## config.mk

```make
export PLATFORM = sky130hd
export DESIGN_NAME = mul_writeback_unit
export DESIGN_NICKNAME = d
export VERILOG_FILES = /design/src/rtl/mul_pkg.sv /design/src/rtl/mul_writeback_unit.sv
export SDC_FILE = /design/constraint.sdc
export NUM_CORES = 1
export LEC_CHECK = 0
export BUFFER_PORTS_ARGS = -buffer_cell sky130_fd_sc_hd__buf_2
export CORE_MARGIN = 4
export CORE_UTILIZATION = 36
export DETAILED_ROUTE_END_ITERATION = 10
export SETUP_SLACK_MARGIN = 0.3
export SYNTH_ARGS = -nofsm -noshare
export SYNTH_HDL_FRONTEND = slang
export SYNTH_SLANG_ARGS = --single-unit
```

## constraint.sdc

```tcl
create_clock -name clk -period 4.2 [get_ports clk]
set_input_delay 0 -clock clk [delete_from_list [all_inputs] [get_ports clk]]
set_output_delay 0 -clock clk [all_outputs]
set_load 0.05 [all_outputs]
```

## src/rtl/mul_pkg.sv

```systemverilog
// Shared types and constants for the sequential multiplier write-back unit.
//   mul_state_t : FSM encoding (IDLE, RUN, WB)
//   MUL_LO/HI   : values of in_high selecting the low (MUL) or high (MULHU) half
package mul_pkg;

    typedef enum logic [1:0] {IDLE, RUN, WB} mul_state_t;

    localparam logic MUL_LO = 1'b0;
    localparam logic MUL_HI = 1'b1;

endpackage

```

## src/rtl/mul_writeback_unit.sv

```systemverilog
// Shift-add unsigned multiplier between the register file read ports and its
// write-back port. One iteration per cycle for DATA_WIDTH cycles, then a single
// write pulse carrying the selected half of the 2*DATA_WIDTH-bit product.
//
// Ports:
//   clk, rst              clock, synchronous active-high reset
//   in_valid/in_ready     command handshake (ready only in IDLE)
//   in_op_a, in_op_b      multiplicand, multiplier
//   in_high               0 = low half, 1 = high half of the product
//   in_dest               destination register
//   busy, busy_dest       in-flight indication and its destination (0 when idle)
//   wr_addr/wr_data       register file write port (hold last value when idle)
//   wr_enable             one-cycle write strobe
module mul_writeback_unit
    import mul_pkg::*;
#(
    parameter int unsigned DATA_WIDTH = 32,
    parameter int unsigned DEPTH      = 32,
    localparam int unsigned ADDR_WIDTH = $clog2(DEPTH)
) (
    input  logic                  clk,
    input  logic                  rst,
    input  logic                  in_valid,
    output logic                  in_ready,
    input  logic [DATA_WIDTH-1:0] in_op_a,
    input  logic [DATA_WIDTH-1:0] in_op_b,
    input  logic                  in_high,
    input  logic [ADDR_WIDTH-1:0] in_dest,
    output logic                  busy,
    output logic [ADDR_WIDTH-1:0] busy_dest,
    output logic [ADDR_WIDTH-1:0] wr_addr,
    output logic [DATA_WIDTH-1:0] wr_data,
    output logic                  wr_enable
);

    localparam int unsigned CNT_WIDTH = $clog2(DATA_WIDTH) + 1;
    localparam int unsigned PROD_WIDTH = 2 * DATA_WIDTH;

    mul_state_t              state_q, state_d;
    logic [PROD_WIDTH-1:0]   mcand_q, mcand_d;
    logic [DATA_WIDTH-1:0]   mplier_q, mplier_d;
    logic [PROD_WIDTH-1:0]   acc_q, acc_d;
    logic [CNT_WIDTH-1:0]    cnt_q, cnt_d;
    logic                    high_q, high_d;
    logic [ADDR_WIDTH-1:0]   dest_q, dest_d;
    logic [ADDR_WIDTH-1:0]   wr_addr_q, wr_addr_d;
    logic [DATA_WIDTH-1:0]   wr_data_q, wr_data_d;

    logic [PROD_WIDTH-1:0]   acc_sum;
    logic                    last_iter;

    assign acc_sum   = acc_q + (mplier_q[0] ? mcand_q : '0);
    assign last_iter = (cnt_q == CNT_WIDTH'(DATA_WIDTH - 1));

    always_comb begin
        state_d   = state_q;
        mcand_d   = mcand_q;
        mplier_d  = mplier_q;
        acc_d     = acc_q;
        cnt_d     = cnt_q;
        high_d    = high_q;
        dest_d    = dest_q;
        wr_addr_d = wr_addr_q;
        wr_data_d = wr_data_q;
        case (state_q)
            IDLE: begin
                if (in_valid) begin
                    mcand_d  = {{DATA_WIDTH{1'b0}}, in_op_a};
                    mplier_d = in_op_b;
                    high_d   = in_high;
                    dest_d   = in_dest;
                    acc_d    = '0;
                    cnt_d    = '0;
                    state_d  = RUN;
                end
            end
            RUN: begin
                acc_d    = acc_sum;
                mcand_d  = mcand_q << 1;
                mplier_d = mplier_q >> 1;
                cnt_d    = cnt_q + CNT_WIDTH'(1);
                if (last_iter) begin
                    // Result registers load on the final iteration so WB drives them directly.
                    state_d   = WB;
                    wr_addr_d = dest_q;
                    wr_data_d = (high_q == MUL_HI) ? acc_sum[PROD_WIDTH-1:DATA_WIDTH]
                                                   : acc_sum[DATA_WIDTH-1:0];
                end
            end
            WB:      state_d = IDLE;
            default: state_d = IDLE;
        endcase
    end

    always_ff @(posedge clk) begin
        if (rst) begin
            state_q   <= IDLE;
            mcand_q   <= '0;
            mplier_q  <= '0;
            acc_q     <= '0;
            cnt_q     <= '0;
            high_q    <= 1'b0;
            dest_q    <= '0;
            wr_addr_q <= '0;
            wr_data_q <= '0;
        end else begin
            state_q   <= state_d;
            mcand_q   <= mcand_d;
            mplier_q  <= mplier_d;
            acc_q     <= acc_d;
            cnt_q     <= cnt_d;
            high_q    <= high_d;
            dest_q    <= dest_d;
            wr_addr_q <= wr_addr_d;
            wr_data_q <= wr_data_d;
        end
    end

    assign in_ready  = (state_q == IDLE);
    assign busy      = (state_q != IDLE);
    assign busy_dest = busy ? dest_q : '0;
    assign wr_addr   = wr_addr_q;
    assign wr_data   = wr_data_q;
    // Reset asserted while in WB must suppress the write the register file would capture.
    assign wr_enable = (state_q == WB) && !rst;

endmodule
```

==> metrics, run 1 <==
run status=finished, final reports clean; Vert. Die Dim=193 um; clock latency on the worst-skew pair=between 0.5 and 0.6 ns; H-tree Lvls=1; Post-synth EDFFs=0; post-synthesis cell type with the largest combined area=sky130_fd_sc_hd__dfxtp_1; register clock-pin slew on the reported worst setup and hold paths=0.07 ns; GPL Wtd Cong=0.958; length of routed wiring on met1=around 19000 um; Longest Clk Path Bufs=3; Total Wirelength=about 40000 um; Worst Hold Class=input port to register; share of Yosys cell area claimed by the top area cell type=roughly 34%; post-synthesis instance total=~1600; antenna diode count=0; Pwr per Cell Area=between 300 and 400 nW/um2; Setup crit start kind=register; Area Growth Syn to Fin=19.8%; mean instance size in the synthesized netlist=7.50 um2; antenna violations before repair=0; CP max FO=19; post-route insts no fill=2212; Post-Syn Nets=~1800; Pre-Repair DR Iteration Count=5; part of the Yosys area used for sequential elements=34.4%; post-route fraction of the period consumed by the critical path=around nine tenths; top post-synthesis cells by area=sky130_fd_sc_hd__dfxtp_1 (34%), sky130_fd_sc_hd__nor2_1 (9.0%), sky130_fd_sc_hd__ha_1 (6.5%), sky130_fd_sc_hd__a21oi_1 (6.3%), sky130_fd_sc_hd__nand2_1 (4.8%); chain of cells forming the critical path=and2_1 > ha_1 > inv_1 > fa_1 > nand2b_1 > a21o_1 > a211o_1 > a21bo_1 > o21a_1 > o21ai_4 > a21oi_2 > nor2_2 > a41oi_2 > xor2_1 > a2111oi_2; number of synthesized register bits=between 200 and 250; actual slew at the worst max-slew pin=0.971 ns; share of final-layout standard cells stronger than drive strength 1=12.1%; largest net degree at the start of global routing=105; hold path depth=4; IO Count=118; DRC violation count after routing=0; buffer type at the clock tree root=sky130_fd_sc_hd__clkbuf_16; Static Leak=0.00619 uW; final hold violation count=0; PnR worst setup slack=approximately 0.48 ns; remaining global-route overflow=0; post-CTS setup buffer count=0; quantity of I/O buffers inserted on ports=117; Total Neg Setup Slack=0 ns; number of placement rows=67; wire length of the first global-routing pass=between 60000 and 70000 um; die footprint=37200 um2; number of placed cells counting well taps=~2100; detailed-route via count=12100; fill cell count=3372; Top Metal Used=met4; worst reg2reg path depth=15; clock period minus worst slack=3.72 ns; number of max-slew violations in the final report=0; Largest stage delay, worst path=0.46 ns; max_cap viols=0; netlist area before placement=12300 um2; number of design-rule violations left by the first detailed-router iteration=813; Worst Skew=0.0134 ns; DP HPWL=28400 um; via count of the first global-routing pass=11400; RSZ-0062 raised after global routing=false; Routed met3 length=2040 um; Yosys warnings=0; Final Setup Violations=0; CP max stage cell=sky130_fd_sc_hd__dfxtp_4; antenna violation net count after detailed routing=0; maximum vdd ir drop=0.298 mV; dominant synthesized flop cell=sky130_fd_sc_hd__dfxtp_1; Setup crit end kind=register; core area=33600 um2; post-placement setup slack=0.129 ns; TritonCTS Sinks=211; Die Wd=193 um; share of synthesized flip-flops with an asynchronous set or reset=0%; TritonCTS clock tree=yes; Slew Limit Headroom=around a third; WL met2=about 17000 um; average wire length per cell after detail routing=17.9 um; number of distinct library cells after synthesis=73; post-layout util=between 40% and 50%; highest clock frequency the design can meet=269 MHz; required time reported for the critical path endpoint=4.62 ns; type of the worst setup path=register to register; clock buffer count from CTS=24; starting density of the core=between 30% and 40%; Final nets=between 1500 and 2000; average vias per placed instance=5.45; Critical Path AT=4.14 ns; overall track demand over capacity in global routing=20.9%
power breakdown:
part | switching [uW] | internal (uW) | total [uW]
Combinational | 344 | 187 | 531
Clock | 895 | 1330 | 2230
Sequential | 52.5 | 2070 | 2130
Total | 1290 | 3590 | 4880
cells in the mapped netlist (29+ instances only):
| cell type | number |
|---|---|
| sky130_fd_sc_hd__nor2_1 | 293 |
| sky130_fd_sc_hd__dfxtp_1 | 211 |
| sky130_fd_sc_hd__nand2_1 | 158 |
| sky130_fd_sc_hd__a21oi_1 | 155 |
| sky130_fd_sc_hd__clkbuf_1 | 106 |
| sky130_fd_sc_hd__and2_1 | 71 |
| sky130_fd_sc_hd__nand3_1 | 70 |
| sky130_fd_sc_hd__ha_1 | 64 |
| sky130_fd_sc_hd__nor4_1 | 61 |
| sky130_fd_sc_hd__o21ai_0 | 45 |
| sky130_fd_sc_hd__a21o_1 | 37 |
| sky130_fd_sc_hd__xnor2_1 | 35 |
| sky130_fd_sc_hd__a22o_1 | 31 |
| sky130_fd_sc_hd__nand4_1 | 29 |
per-stage QoR:
stage	cell area, um2	hold slack, ns	total power [uW]
after CTS	14700	0.00209	4920
final	14700	0.0111	4880
after global routing	14700	0.0459	5060
after detailed placement	13100	0.251	2650
after global placement	13100	0.244	2640
after floorplan	12300	0.136	2480
layer usage:
metal  track usage [%]  up-vias
li1                  -     5978
met1              30.5     5687
met2              32.7      334
met3              2.24       64
met4              5.81        0
met5                 0        -
sequential cells by signal, summed over array words and instances (netlist names):
signal	flops
acc_q	64
wr_data	32
mcand_q	64
dest_q	5
wr_addr	5
state_q	2
mplier_q	32
cnt_q	6
high_q	1
layout make-up:
type	count	area [um2]	share of cell area (%)
Timing Repair Buffer	206	1460	9.88
Inverter	24	90.1	0.612
Sequential cell	211	4230	28.7
Multi-Input combinational cell	1279	7530	51.2
Tap cell	448	561	3.81
Clock inverter	14	181	1.23
Clock buffer	30	673	4.57
worst max-delay path: cells and delay by family, from the launching register on:
family	cells	cell delay, ns
XOR/XNOR	1	0.20
AND/OR/NAND/NOR	3	0.59
flip-flops	1	0.46
adder cells (fa/ha/maj)	2	0.54
buffers and inverters	1	0.05
AO/OA/AOI/OAI	8	1.75
path summary, 6_finish.rpt:
kind	start	slack, ns	to
worst max-delay path	mplier_q[0]$_SDFFE_PP0P_	0.48	wr_data[28]$_SDFFE_PP0P_
worst min-delay path	in_valid	0.01	dest_q[1]$_SDFFE_PP0P_
worst max register to register	mplier_q[0]$_SDFFE_PP0P_	0.48	wr_data[28]$_SDFFE_PP0P_
worst min register to register	wr_addr[2]$_SDFFE_PP0P_	0.45	wr_addr[2]$_SDFFE_PP0P_
cells by family after synthesis:
group	share of synthesized area, %
AO/OA/AOI/OAI	21.6
XOR/XNOR	4.41
AND/OR/NAND/NOR	28.0
multiplexers	0.163
buffers and inverters	4.76
flip-flops	34.4
adder cells (fa/ha/maj)	6.68
placed cells by master (no fill, tap or decap), types with 6 or more instances in the layout:
cell type,synthesis,routed
sky130_fd_sc_hd__nor2_1,293,290
sky130_fd_sc_hd__dfxtp_1,211,210
sky130_fd_sc_hd__nand2_1,158,156
sky130_fd_sc_hd__a21oi_1,155,155
sky130_fd_sc_hd__buf_2,8,116
sky130_fd_sc_hd__dlygate4sd3_1,0,73
sky130_fd_sc_hd__and2_1,71,71
sky130_fd_sc_hd__nand3_1,70,70
sky130_fd_sc_hd__ha_1,64,64
sky130_fd_sc_hd__nor4_1,61,61
sky130_fd_sc_hd__o21ai_0,45,44
sky130_fd_sc_hd__a21o_1,37,37
sky130_fd_sc_hd__xnor2_1,35,35
sky130_fd_sc_hd__a22o_1,31,31
sky130_fd_sc_hd__nand4_1,29,29
sky130_fd_sc_hd__nor3_1,26,25
sky130_fd_sc_hd__xor2_1,25,25
sky130_fd_sc_hd__a211oi_1,24,24
sky130_fd_sc_hd__clkbuf_16,0,24
sky130_fd_sc_hd__inv_1,23,23
sky130_fd_sc_hd__buf_4,1,15
sky130_fd_sc_hd__a22oi_1,14,14
sky130_fd_sc_hd__a31oi_1,13,13
sky130_fd_sc_hd__o21bai_1,13,13
sky130_fd_sc_hd__o21a_1,10,10
sky130_fd_sc_hd__nor2b_1,10,9
sky130_fd_sc_hd__o31ai_1,8,8
sky130_fd_sc_hd__a21oi_2,6,6
sky130_fd_sc_hd__clkinv_2,0,6
what timing repair did:
item	in CTS	in global routing
hold endpoints to repair	70	0
setup endpoints to repair	13	14
pin swaps	0	1
resized for setup	1	4
cloned	0	0
hold buffers	73	0
No activity file was read; power rests on OpenSTA's default activity.
==> run 2: changes to the inputs <==
Settings changed: RECOVER_POWER from default to 50, SKIP_CTS_REPAIR_TIMING from default to 1.
==> run 2 against run 1 <==
Effect of this change: the flow now finishes with violations (max-capacitance violations, max-slew violations); power fell by 0.17%; global-route usage is 0.40 points lower; critical path type unchanged; clock skew down 0.0035 ns; sequential cell count stayed put; clock power about the same; routed wire length is 0.20% higher; register-to-register slack gained 0.04 ns.
==> metrics, run 2 (synthesized netlist as in run 1, its figures left out) <==
highest-count cells in the layout ignoring fill and taps=sky130_fd_sc_hd__nor2_1 (290), sky130_fd_sc_hd__dfxtp_1 (210), sky130_fd_sc_hd__nand2_1 (157), sky130_fd_sc_hd__a21oi_1 (155), sky130_fd_sc_hd__dlygate4sd3_1 (72); Longest Clk Path Bufs=3; post-route fraction of the period consumed by the critical path=87.8%; Pre-Repair DR Iteration Count=8; starting density of the core=36.6%; wire length of the first global-routing pass=between 60000 and 70000 um; Area Growth Syn to Fin=19.0%; DRC violation count after routing=0; antenna diode count=0; largest net degree at the start of global routing=105; Finished Cell Area=14600 um2; RSZ-0062 raised after global routing=false; max_cap viols=2; Static Leak=0.00597 uW; buffer type at the clock tree root=sky130_fd_sc_hd__clkbuf_16; final hold violation count=0; Final Setup Violations=0; antenna violation net count after detailed routing=0; clock buffer count from CTS=24; Worst Skew=approximately 0.0099 ns; TritonCTS Sinks=~210; Die Wd=slightly below 200 um; via count of the first global-routing pass=11100; remaining global-route overflow=0; Total Wirelength=39800 um; number of placement rows=between 60 and 70; number of design-rule violations left by the first detailed-router iteration=about 940; Total Neg Setup Slack=0 ns; Placement Cell Area=13100 um2; DP HPWL=28400 um; run status=finished, violations left; Critical Path AT=4.11 ns; Vert. Die Dim=193 um; overall track demand over capacity in global routing=20.5%; Pwr per Cell Area=333 nW/um2; highest clock frequency the design can meet=between 200 and 300 MHz; clock period minus worst slack=3.69 ns; fill cell count=3402; GPL Wtd Cong=0.958; detailed-route via count=12000; total area of multi-input combinational cells=7520 um2; violated checks=max-capacitance violations, max-slew violations; clock latency on the worst-skew pair=0.54 ns; average wire length per cell after detail routing=approximately 18 um; most common cell after layout, fill and taps aside=sky130_fd_sc_hd__nor2_1; Setup crit end kind=register; die footprint=approximately 37000 um2; actual slew at the worst max-slew pin=1.72 ns; Setup crit start kind=register; H-tree Lvls=1; Worst Hold Class=input port to register; Final nets=~1900; Largest regs=acc_q x64, mcand_q x64; number of max-slew violations in the final report=approximately 100; CP max FO=19; TritonCTS clock tree=yes; register clock-pin slew on the reported worst setup and hold paths=about 0.06 ns; quantity of I/O buffers inserted on ports=117; maximum vdd ir drop=0.295 mV; antenna violations before repair=0; share of final-layout standard cells stronger than drive strength 1=9.19%; average vias per placed instance=5.43; core area=33600 um2; Slew Limit Headroom=-14.8%; required time reported for the critical path endpoint=~4.6 ns; type of the worst setup path=register to register; area used by sequential logic in the layout=between 4000 and 5000 um2; IO Count=118
run 2: worst paths after layout:
check	startpoint	endpoint	slack [ns]	cells past startpoint
setup / recovery	mplier_q[0]$_SDFFE_PP0P_	wr_data[28]$_SDFFE_PP0P_	0.51	15
hold / removal	in_valid	dest_q[1]$_SDFFE_PP0P_	0.003	4
setup reg to reg	mplier_q[0]$_SDFFE_PP0P_	wr_data[28]$_SDFFE_PP0P_	0.51	15
hold reg to reg	wr_addr[2]$_SDFFE_PP0P_	wr_addr[2]$_SDFFE_PP0P_	0.45	2
run 2: metal layers:
| layer | up-vias | GRT usage [%] | wire length (um) |
|---|---|---|---|
| met4 | 0 | 5.84 | 1260 |
| met5 | - | 0 | 0 |
| met2 | 317 | 31.6 | 17400 |
| li1 | 5976 | - | - |
| met3 | 65 | 2.28 | 2050 |
| met1 | 5651 | 30.2 | 19000 |
run 2: layout make-up:
cell class | instances | area share (%)
clock buffers | 30 | 4.60
clock inverters | 14 | 1.24
inverters | 24 | 0.616
multi-input cells | 1279 | 51.4
flip-flops and latches | 211 | 28.9
well taps | 448 | 3.83
repair buffers | 205 | 9.38
run 2: worst max-delay path, cell delays in order, from the launching register on:
cell	delay (ns)
sky130_fd_sc_hd__dfxtp_4	0.46
sky130_fd_sc_hd__and2_1	0.16
sky130_fd_sc_hd__ha_1	0.15
sky130_fd_sc_hd__inv_1	0.05
sky130_fd_sc_hd__fa_1	0.39
sky130_fd_sc_hd__nand2b_1	0.18
sky130_fd_sc_hd__a21o_1	0.19
sky130_fd_sc_hd__a211o_1	0.29
sky130_fd_sc_hd__a21bo_1	0.21
sky130_fd_sc_hd__o21a_1	0.23
sky130_fd_sc_hd__o21ai_4	0.22
sky130_fd_sc_hd__a21oi_2	0.12
sky130_fd_sc_hd__nor2_2	0.25
sky130_fd_sc_hd__a41oi_2	0.15
sky130_fd_sc_hd__xor2_1	0.20
sky130_fd_sc_hd__a2111oi_2	0.33
run 2: through the flow:
step / hold WS (ns) / setup slack (ns) / utilization [%] / power [uW] / instances
3_5_place_dp: 0.251 / 0.129 / 39.0 / 2650 / 2095
2_1_floorplan: 0.136 / 0.599 / - / 2480 / 1638
4_1_cts: -0.324 / 0.117 / 41.6 / 4870 / 2139
3_3_place_gp: 0.244 / 0.219 / 39.0 / 2640 / 2095
5_1_grt: 0.0470 / 0.318 / 43.5 / 5060 / 2211
6_report: 0.00334 / 0.513 / 43.5 / 4880 / 2211
run 2: where the power goes:
part | switching [uW] | leakage (uW) | internal [uW]
Combinational | 343 | 0.00384 | 184
Clock | 891 | 0.000415 | 1330
Sequential | 52.4 | 0.00172 | 2070
